File: config.mk
export PLATFORM = sky130hd
export DESIGN_NAME = mc_ctrl_seq
export DESIGN_NICKNAME = d
export VERILOG_FILES = /design/src/rtl/mc_ctrl_seq.sv
export SDC_FILE = /design/constraint.sdc
export NUM_CORES = 1
export LEC_CHECK = 0
export CORE_AREA = 2 2 104 106
export CTS_CLUSTER_SIZE = 10
export DETAILED_ROUTE_END_ITERATION = 10
export DIE_AREA = 0 0 106 108
export REMOVE_ABC_BUFFERS = 1
export SETUP_SLACK_MARGIN = 0.02
export SLEW_MARGIN = 20
export SYNTH_ARGS = -nofsm -noshare
export SYNTH_HDL_FRONTEND = slang
export SYNTH_SLANG_ARGS = --single-unit
File: constraint.sdc
create_clock -name clk -period 2.3 [get_ports clk]
set_input_delay 0.345 -clock clk [delete_from_list [all_inputs] [get_ports clk]]
set_output_delay 0.345 -clock clk [all_outputs]
set_load 0.05 [all_outputs]
File: src/rtl/mc_ctrl_seq.sv
`default_nettype none
// ============================================================================
// Module      : mc_ctrl_seq
// Description : Multi-cycle control sequencer. Walks each instruction through
//               FETCH/DECODE/EXEC/MEM/WB, drives per-cycle datapath strobes
//               from the decoder control word latched in DECODE, and counts
//               retired instructions.
// Revision    : 1.0 - initial release
// ============================================================================
module mc_ctrl_seq #(
  parameter int CNT_W = 32
) (
  input  logic             clk,
  input  logic             rst,
  input  logic [13:0]      ctrl_word,
  input  logic [5:0]       opcode,
  input  logic             zero,
  input  logic             mem_ready,
  output logic             pc_we,
  output logic             pc_src,
  output logic             ir_we,
  output logic             iord,
  output logic             mem_rd,
  output logic             mem_wr,
  output logic             mem_byte,
  output logic             alu_op,
  output logic             alu_src_a,
  output logic [1:0]       alu_src_b,
  output logic [1:0]       reg_dst,
  output logic             mem2reg,
  output logic             reg_we,
  output logic [2:0]       state,
  output logic [CNT_W-1:0] retired
);

  typedef enum logic [2:0] {
    S_FETCH  = 3'd0,
    S_DECODE = 3'd1,
    S_EXEC   = 3'd2,
    S_MEM    = 3'd3,
    S_WB     = 3'd4
  } state_t;

  // Control word field positions
  localparam int c_MEMBYTE = 13;
  localparam int c_ALUOP   = 12;
  localparam int c_SA      = 11;
  localparam int c_SB_HI   = 10;
  localparam int c_SB_LO   = 9;
  localparam int c_RD_HI   = 8;
  localparam int c_RD_LO   = 7;
  localparam int c_MEM2REG = 6;
  localparam int c_REGW    = 5;
  localparam int c_MEMR    = 4;
  localparam int c_MEMW    = 3;
  localparam int c_PCS     = 2;
  localparam int c_PCWC    = 1;
  localparam int c_PCW     = 0;

  localparam logic [CNT_W-1:0] c_ONE = {{(CNT_W-1){1'b0}}, 1'b1};

  state_t            r_state;
  logic [13:0]       r_ctrl;
  logic              r_bne;
  logic [CNT_W-1:0]  r_retired;

  state_t            w_next;
  logic              w_retire;
  logic              w_unused;

  // Only the low opcode bit matters here (beq vs bne)
  assign w_unused = ^opcode[5:1];

  // Next-state selection and retire detection
  always_comb begin
    w_next   = S_FETCH;
    w_retire = 1'b0;
    case (r_state)
      S_FETCH:  w_next = mem_ready ? S_DECODE : S_FETCH;
      S_DECODE: w_next = S_EXEC;
      S_EXEC: begin
        if (r_ctrl[c_PCWC] || r_ctrl[c_PCW]) begin
          w_next   = S_FETCH;
          w_retire = 1'b1;
        end else if (r_ctrl[c_MEMR] || r_ctrl[c_MEMW]) begin
          w_next = S_MEM;
        end else if (r_ctrl[c_REGW]) begin
          w_next = S_WB;
        end else begin
          w_next   = S_FETCH;
          w_retire = 1'b1;
        end
      end
      S_MEM: begin
        if (!mem_ready) begin
          w_next = S_MEM;
        end else if (r_ctrl[c_MEMR]) begin
          w_next = S_WB;
        end else begin
          w_next   = S_FETCH;
          w_retire = 1'b1;
        end
      end
      S_WB: begin
        w_next   = S_FETCH;
        w_retire = 1'b1;
      end
      // Unused encodings recover to FETCH without retiring
      default: w_next = S_FETCH;
    endcase
  end

  // State, latched control word and retire counter
  always_ff @(posedge clk or posedge rst) begin
    if (rst) begin
      r_state   <= S_FETCH;
      r_ctrl    <= 14'd0;
      r_bne     <= 1'b0;
      r_retired <= '0;
    end else begin
      r_state <= w_next;
      if (r_state == S_DECODE) begin
        r_ctrl <= ctrl_word;
        r_bne  <= opcode[0];
      end
      if (w_retire) begin
        r_retired <= r_retired + c_ONE;
      end
    end
  end

  // Strobe decode; reset forces every strobe low combinationally
  always_comb begin
    pc_we     = 1'b0;
    pc_src    = 1'b0;
    ir_we     = 1'b0;
    iord      = 1'b0;
    mem_rd    = 1'b0;
    mem_wr    = 1'b0;
    mem_byte  = 1'b0;
    alu_op    = 1'b0;
    alu_src_a = 1'b0;
    alu_src_b = 2'b00;
    reg_dst   = 2'b00;
    mem2reg   = 1'b0;
    reg_we    = 1'b0;
    case (r_state)
      S_FETCH: begin
        mem_rd    = 1'b1;
        alu_src_b = 2'b01;
        ir_we     = mem_ready;
        pc_we     = mem_ready;
      end
      S_DECODE: begin
        alu_src_b = 2'b11;
      end
      S_EXEC: begin
        alu_op    = r_ctrl[c_ALUOP];
        alu_src_a = r_ctrl[c_SA];
        alu_src_b = r_ctrl[c_SB_HI:c_SB_LO];
        pc_src    = r_ctrl[c_PCS];
        if (r_ctrl[c_PCWC]) begin
          pc_we = zero ^ r_bne;
        end else if (r_ctrl[c_PCW]) begin
          pc_we = 1'b1;
          // JAL links in the same cycle as the jump
          if (r_ctrl[c_REGW]) begin
            reg_we  = 1'b1;
            reg_dst = r_ctrl[c_RD_HI:c_RD_LO];
          end
        end
      end
      S_MEM: begin
        iord     = 1'b1;
        mem_byte = r_ctrl[c_MEMBYTE];
        mem_rd   = r_ctrl[c_MEMR];
        // A read wins if both are set, so the port never sees both
        mem_wr   = r_ctrl[c_MEMW] & ~r_ctrl[c_MEMR];
      end
      S_WB: begin
        reg_we  = 1'b1;
        reg_dst = r_ctrl[c_RD_HI:c_RD_LO];
        mem2reg = r_ctrl[c_MEM2REG];
      end
      default: begin
      end
    endcase
    if (rst) begin
      pc_we     = 1'b0;
      pc_src    = 1'b0;
      ir_we     = 1'b0;
      iord      = 1'b0;
      mem_rd    = 1'b0;
      mem_wr    = 1'b0;
      mem_byte  = 1'b0;
      alu_op    = 1'b0;
      alu_src_a = 1'b0;
      alu_src_b = 2'b00;
      reg_dst   = 2'b00;
      mem2reg   = 1'b0;
      reg_we    = 1'b0;
    end
  end

  assign state   = r_state;
  assign retired = r_retired;

endmodule
`default_nettype wire

---- Word level (Yosys, flattened, before mapping) ----
Cells that the tools add are included.
storage, ports and cells
  register bits after elaboration ......... 50
  input port bits ......................... 24
  output and inout bits ................... 50
  word-level logic and storage cells ...... 62
operators by class
  add/subtract/negate cells ............... 1
  eq/ne operators ......................... 4
  mux-type cells .......................... 47
  bitwise gates (word level) .............. 3
  reduce and logical (&&, ||, !) cells .... 3
operator list
  operator               count
  $add 32x1->32 const B  1
  $mux 1                 30
  $mux 3                 5
  $pmux 3 s4             1
  $mux 2                 5
  $eq 3x2->1 const B     2
  $pmux 1 s2             3
  $pmux 2 s3             1
  $pmux 2 s2             1
  $eq 3x1->1 const B     1
  $eq 3x3->1 const B     1
  $logic_not 3->1        1
  $pmux 1 s3             1
  $logic_or 1x1->1       2
  $and 1x1->1            1
  $not 1->1              1
  $xor 1x1->1            1

---- Depth between registers and ports, before layout ----
  depth in word-level cells ............... 5
  depth in mapped cells ................... 7
  depth with buffers taken out ............ 5

---- Least setup slack after synthesis ----
OpenSTA, ideal clock, no wires.
  path type ............................... input -> output
  start point ............................. input rst
  end point ............................... output mem2reg
  arrival ................................. 2.061 ns
  required time ........................... 1.955 ns
  path slack .............................. -0.106 ns
  stages on the path ...................... 2
  path buffers ............................ 0
  cell sequence ........................... inv_1 -> and4_1
between the ends
  word-level cells in the longest chain between the ends .. 1
RTL lines
  item             line  RTL
  start, declared  14    input logic rst,
  $mux 1           188   if (rst) begin
  end, declared    30    output logic mem2reg,
Every way passes these cells.

---- Worst setup path after layout ----
  start point ............................. register r_state[2] (netlist: state[2])
  end point ............................... output pc_we
between the ends
  word-level cells in the longest chain between the ends .. 3
  elaborated cells on any way between the ends .. 4
  classes of those cells .................. eq/ne (1); mux (2); reduce/logical (1)
RTL lines
  item                                                  line  RTL
  start, declared                                       62    state_t r_state;
  start signal, assigned                                121   r_state <= w_next;
  $eq 3x2->1 / $logic_not 3->1 (equally long branches)  147   case (r_state)
  $pmux 1 s2 *                                          147
  $mux 1 *                                              188
  end, declared                                         19    output logic pc_we,
Every way passes the cells marked *; elsewhere a longest branch is shown, timed or not.

==> results.sh <==
export IMPL_grt_pass1_vias=1954
export IMPL_die_x_um=106
export IMPL_dieHeight_um=108
export IMPL_drc=0
export IMPL_die_area_um2=11400
export IMPL_drv_slew=0
export IMPL_rows=37
export IMPL_ios=74
export IMPL_antenna_found_initial=0
export IMPL_rsz0062_at_grt="false"
export IMPL_drive_above_1_share_pct=23.2
export IMPL_cts_root_buffer="clkbuf_8"
export IMPL_fin_cells=438
export IMPL_crit_arrival_ns=1.81
export IMPL_fin_skew_ns=0.0114
export IMPL_syn_area_um2=2510
export IMPL_timing_final_crit_share_pct=93.8
export IMPL_cts_clk_slew_worst_paths_ns=0.10
export IMPL_cp_end_kind="primary output"
export IMPL_r2r_end="retired[25]"
export IMPL_track_usage_pct=10.6
export IMPL_start_util_pct=24.5
export IMPL_hold_path_class="flop to flop"
export IMPL_cts_tree="built"
export IMPL_use_met1_pct=13.9
export IMPL_cts_htree_levels=2
export IMPL_top_usage_layer="met2"
export IMPL_drt_total_wl_um=5950
export IMPL_postCtsResizedCells=0
export IMPL_post_cts_buffers=0
export IMPL_fin_ws_ns=0.143
export IMPL_dr_first_iter_drc_count=34
export IMPL_grt_max_degree=51
export IMPL_area_growth_pct=45.4
export IMPL_synth_area_leader_cell="dfrtp_1"
export IMPL_synth_top_area_share_pct=49.8
export IMPL_avgRoutedWirePerCell_um=13.6
export IMPL_endpoint="pc_we"
export IMPL_num_vias=1928
export IMPL_synth_area_leaders="dfrtp_1, mux2_2, xor2_1, xnor2_1, nor3_1"
export IMPL_worst_ep_required_time_ns=1.96
export IMPL_ys_top_cells_by_count="dfrtp_1, nor2_1, xor2_1, mux2_2"
export IMPL_status="completed"
export IMPL_ys_ff_latch=50
export IMPL_ir_worst_vdd_v=0.000524
export IMPL_met3_usage_pct=2.59
export IMPL_worstSetupPathType="flop to primary output"
export IMPL_firstDrtPassIters=4
export IMPL_syn_inst=219
export IMPL_setup_violations=0
export IMPL_p_leak_nw=1.58
export IMPL_r2r_start="r_ctrl[3]"
export IMPL_worst_r2r_path_depth=5
export IMPL_ff2ff_setup_slack_ns=0.26
export IMPL_worstMarginPinSlew_ns=0.652
export IMPL_yosysUniqueCellTypes=42
export IMPL_syn_area_per_cell_um2=11.5
export IMPL_relSlewSlack_pct=56.5
export IMPL_core_area_um2=10200
export IMPL_cp_max_fo=12
export IMPL_fin_crit_ns=2.16
export IMPL_n_antenna_cell=0
export IMPL_synth_main_ff_cell="dfrtp_1"
export IMPL_cts_hold_repair_buffers=0
export IMPL_cts_buffers=5
export IMPL_clockBufferDepth=2
export IMPL_grt_overflow_total=0
export IMPL_place_inst=430
export IMPL_synth_most_common_cell="dfrtp_1"
export IMPL_cts_sinks=50
export IMPL_yosysSeqAreaShare_pct=49.8
export IMPL_cp_startpoint="state[2]"
export IMPL_gp_congestion=0.766
export IMPL_vias_per_cell=4.40
export IMPL_hpwl_um=4350
export IMPL_powerDensity_nw_per_um2=956
export IMPL_async_flop_share_pct=100
export IMPL_use_met2_pct=17.5
export IMPL_clock_fmax_ghz=0.464
export IMPL_grt_pass1_wl_um=9690
export IMPL_drv_cap=0
export IMPL_hold_viol_final=0
export IMPL_clk_latency_ns=0.30
export IMPL_pre_cts_ws_ns=0.166
export IMPL_numPortBuffers=68
export IMPL_yosysWarningCount=0
export IMPL_synth_edf_count=0
export IMPL_ant_nets=0
export IMPL_startpoint_type="flop"
export IMPL_final_nets=326
-- layer usage --
layer	share of wire [%]	vias to the layer above
li1	-	929
met1	47	944
met2	46	51
met3	5.5	4
met4	0.91	0
met5	0	-
-- worst max-delay path: stages, from the launching register on --
cell and delay [ns]:
dfrtp_2 0.51, or2_2 0.34, a2111oi_0 0.33, or2_2 0.20
buf_12 0.13
-- power breakdown --
| part | total [W] | leakage, nW | switching (W) | internal, W |
|---|---|---|---|---|
| registers | 0.00128 | 0.620 | 0.000194 | 0.00109 |
| clock network | 0.000538 | 0.0472 | 0.000295 | 0.000243 |
| logic | 0.00167 | 0.909 | 0.000900 | 0.000771 |
| total | 0.00349 | 1.58 | 0.00139 | 0.00210 |
-- worst min path at each step --
stage,startpoint,slack [ns],depth (start not counted),end
6_report,retired[31],0.48,1,retired[31]
5_1_grt,retired[12],0.52,1,retired[12]
4_1_cts,retired[31],0.48,1,retired[31]
3_5_place_dp,retired[31],0.46,1,retired[31]
3_3_place_gp,retired[31],0.46,1,retired[31]
2_1_floorplan,mem_ready,0.46,1,state[0]
-- final cells by class --
| type | count | area (µm²) |
|---|---|---|
| multi-input combinational | 154 | 1170 |
| inverter | 9 | 33.8 |
| clock buffer | 6 | 82.6 |
| timing repair buffer | 81 | 928 |
| tap | 136 | 170 |
| clock inverter | 2 | 12.5 |
| sequential | 50 | 1250 |
| fill | 1038 | 6580 |
-- layout by cell type, fill, tap and decap left out, types with 2 or more instances in the layout --
master / instances
xnor2_1: 14
a21oi_1: 5
xor2_1: 18
nor4_4: 3
nor2_1: 18
dfrtp_1: 49
nor3_1: 14
nand2b_1: 3
buf_12: 15
inv_1: 8
nand4_1: 8
nand3_1: 8
clkbuf_8: 6
a2111oi_0: 2
clkdlybuf4s50_1: 53
or2_2: 3
mux2_2: 16
nand2_1: 12
buf_4: 13
and3_1: 8
and4_1: 2
-- flip-flops by register name (all words and copies together), names as in the netlist --
register  count
retired      32
r_ctrl       14
state         3
r_bne         1
-- logic make-up (layout without fill, tap and decap cells) --
group,count (synthesis),in the layout,synth area share [%]
multiplexers,17,17,7.57
flip-flops,50,50,49.8
buffers and inverters,15,98,3.54
AO/OA/AOI/OAI,12,12,5.23
XOR/XNOR,32,32,11.2
AND/OR/NAND/NOR,92,92,22.2
adder cells (fa/ha/maj),1,1,0.498
-- through the flow --
step                      setup TNS (ns)  total power [W]  cell area [µm²]  hold WS [ns]  utilization (%)
after floorplan                   -0.106          0.00230             2460         0.456                -
after global placement                 0          0.00297             3550         0.462             34.7
after detailed placement               0          0.00298             3550         0.464             34.7
after CTS                              0          0.00354             3650         0.478             35.7
after global routing                   0          0.00370             3650         0.520             35.7
final                                  0          0.00349             3650         0.476             35.7
Power figures use the tool's default switching activity.
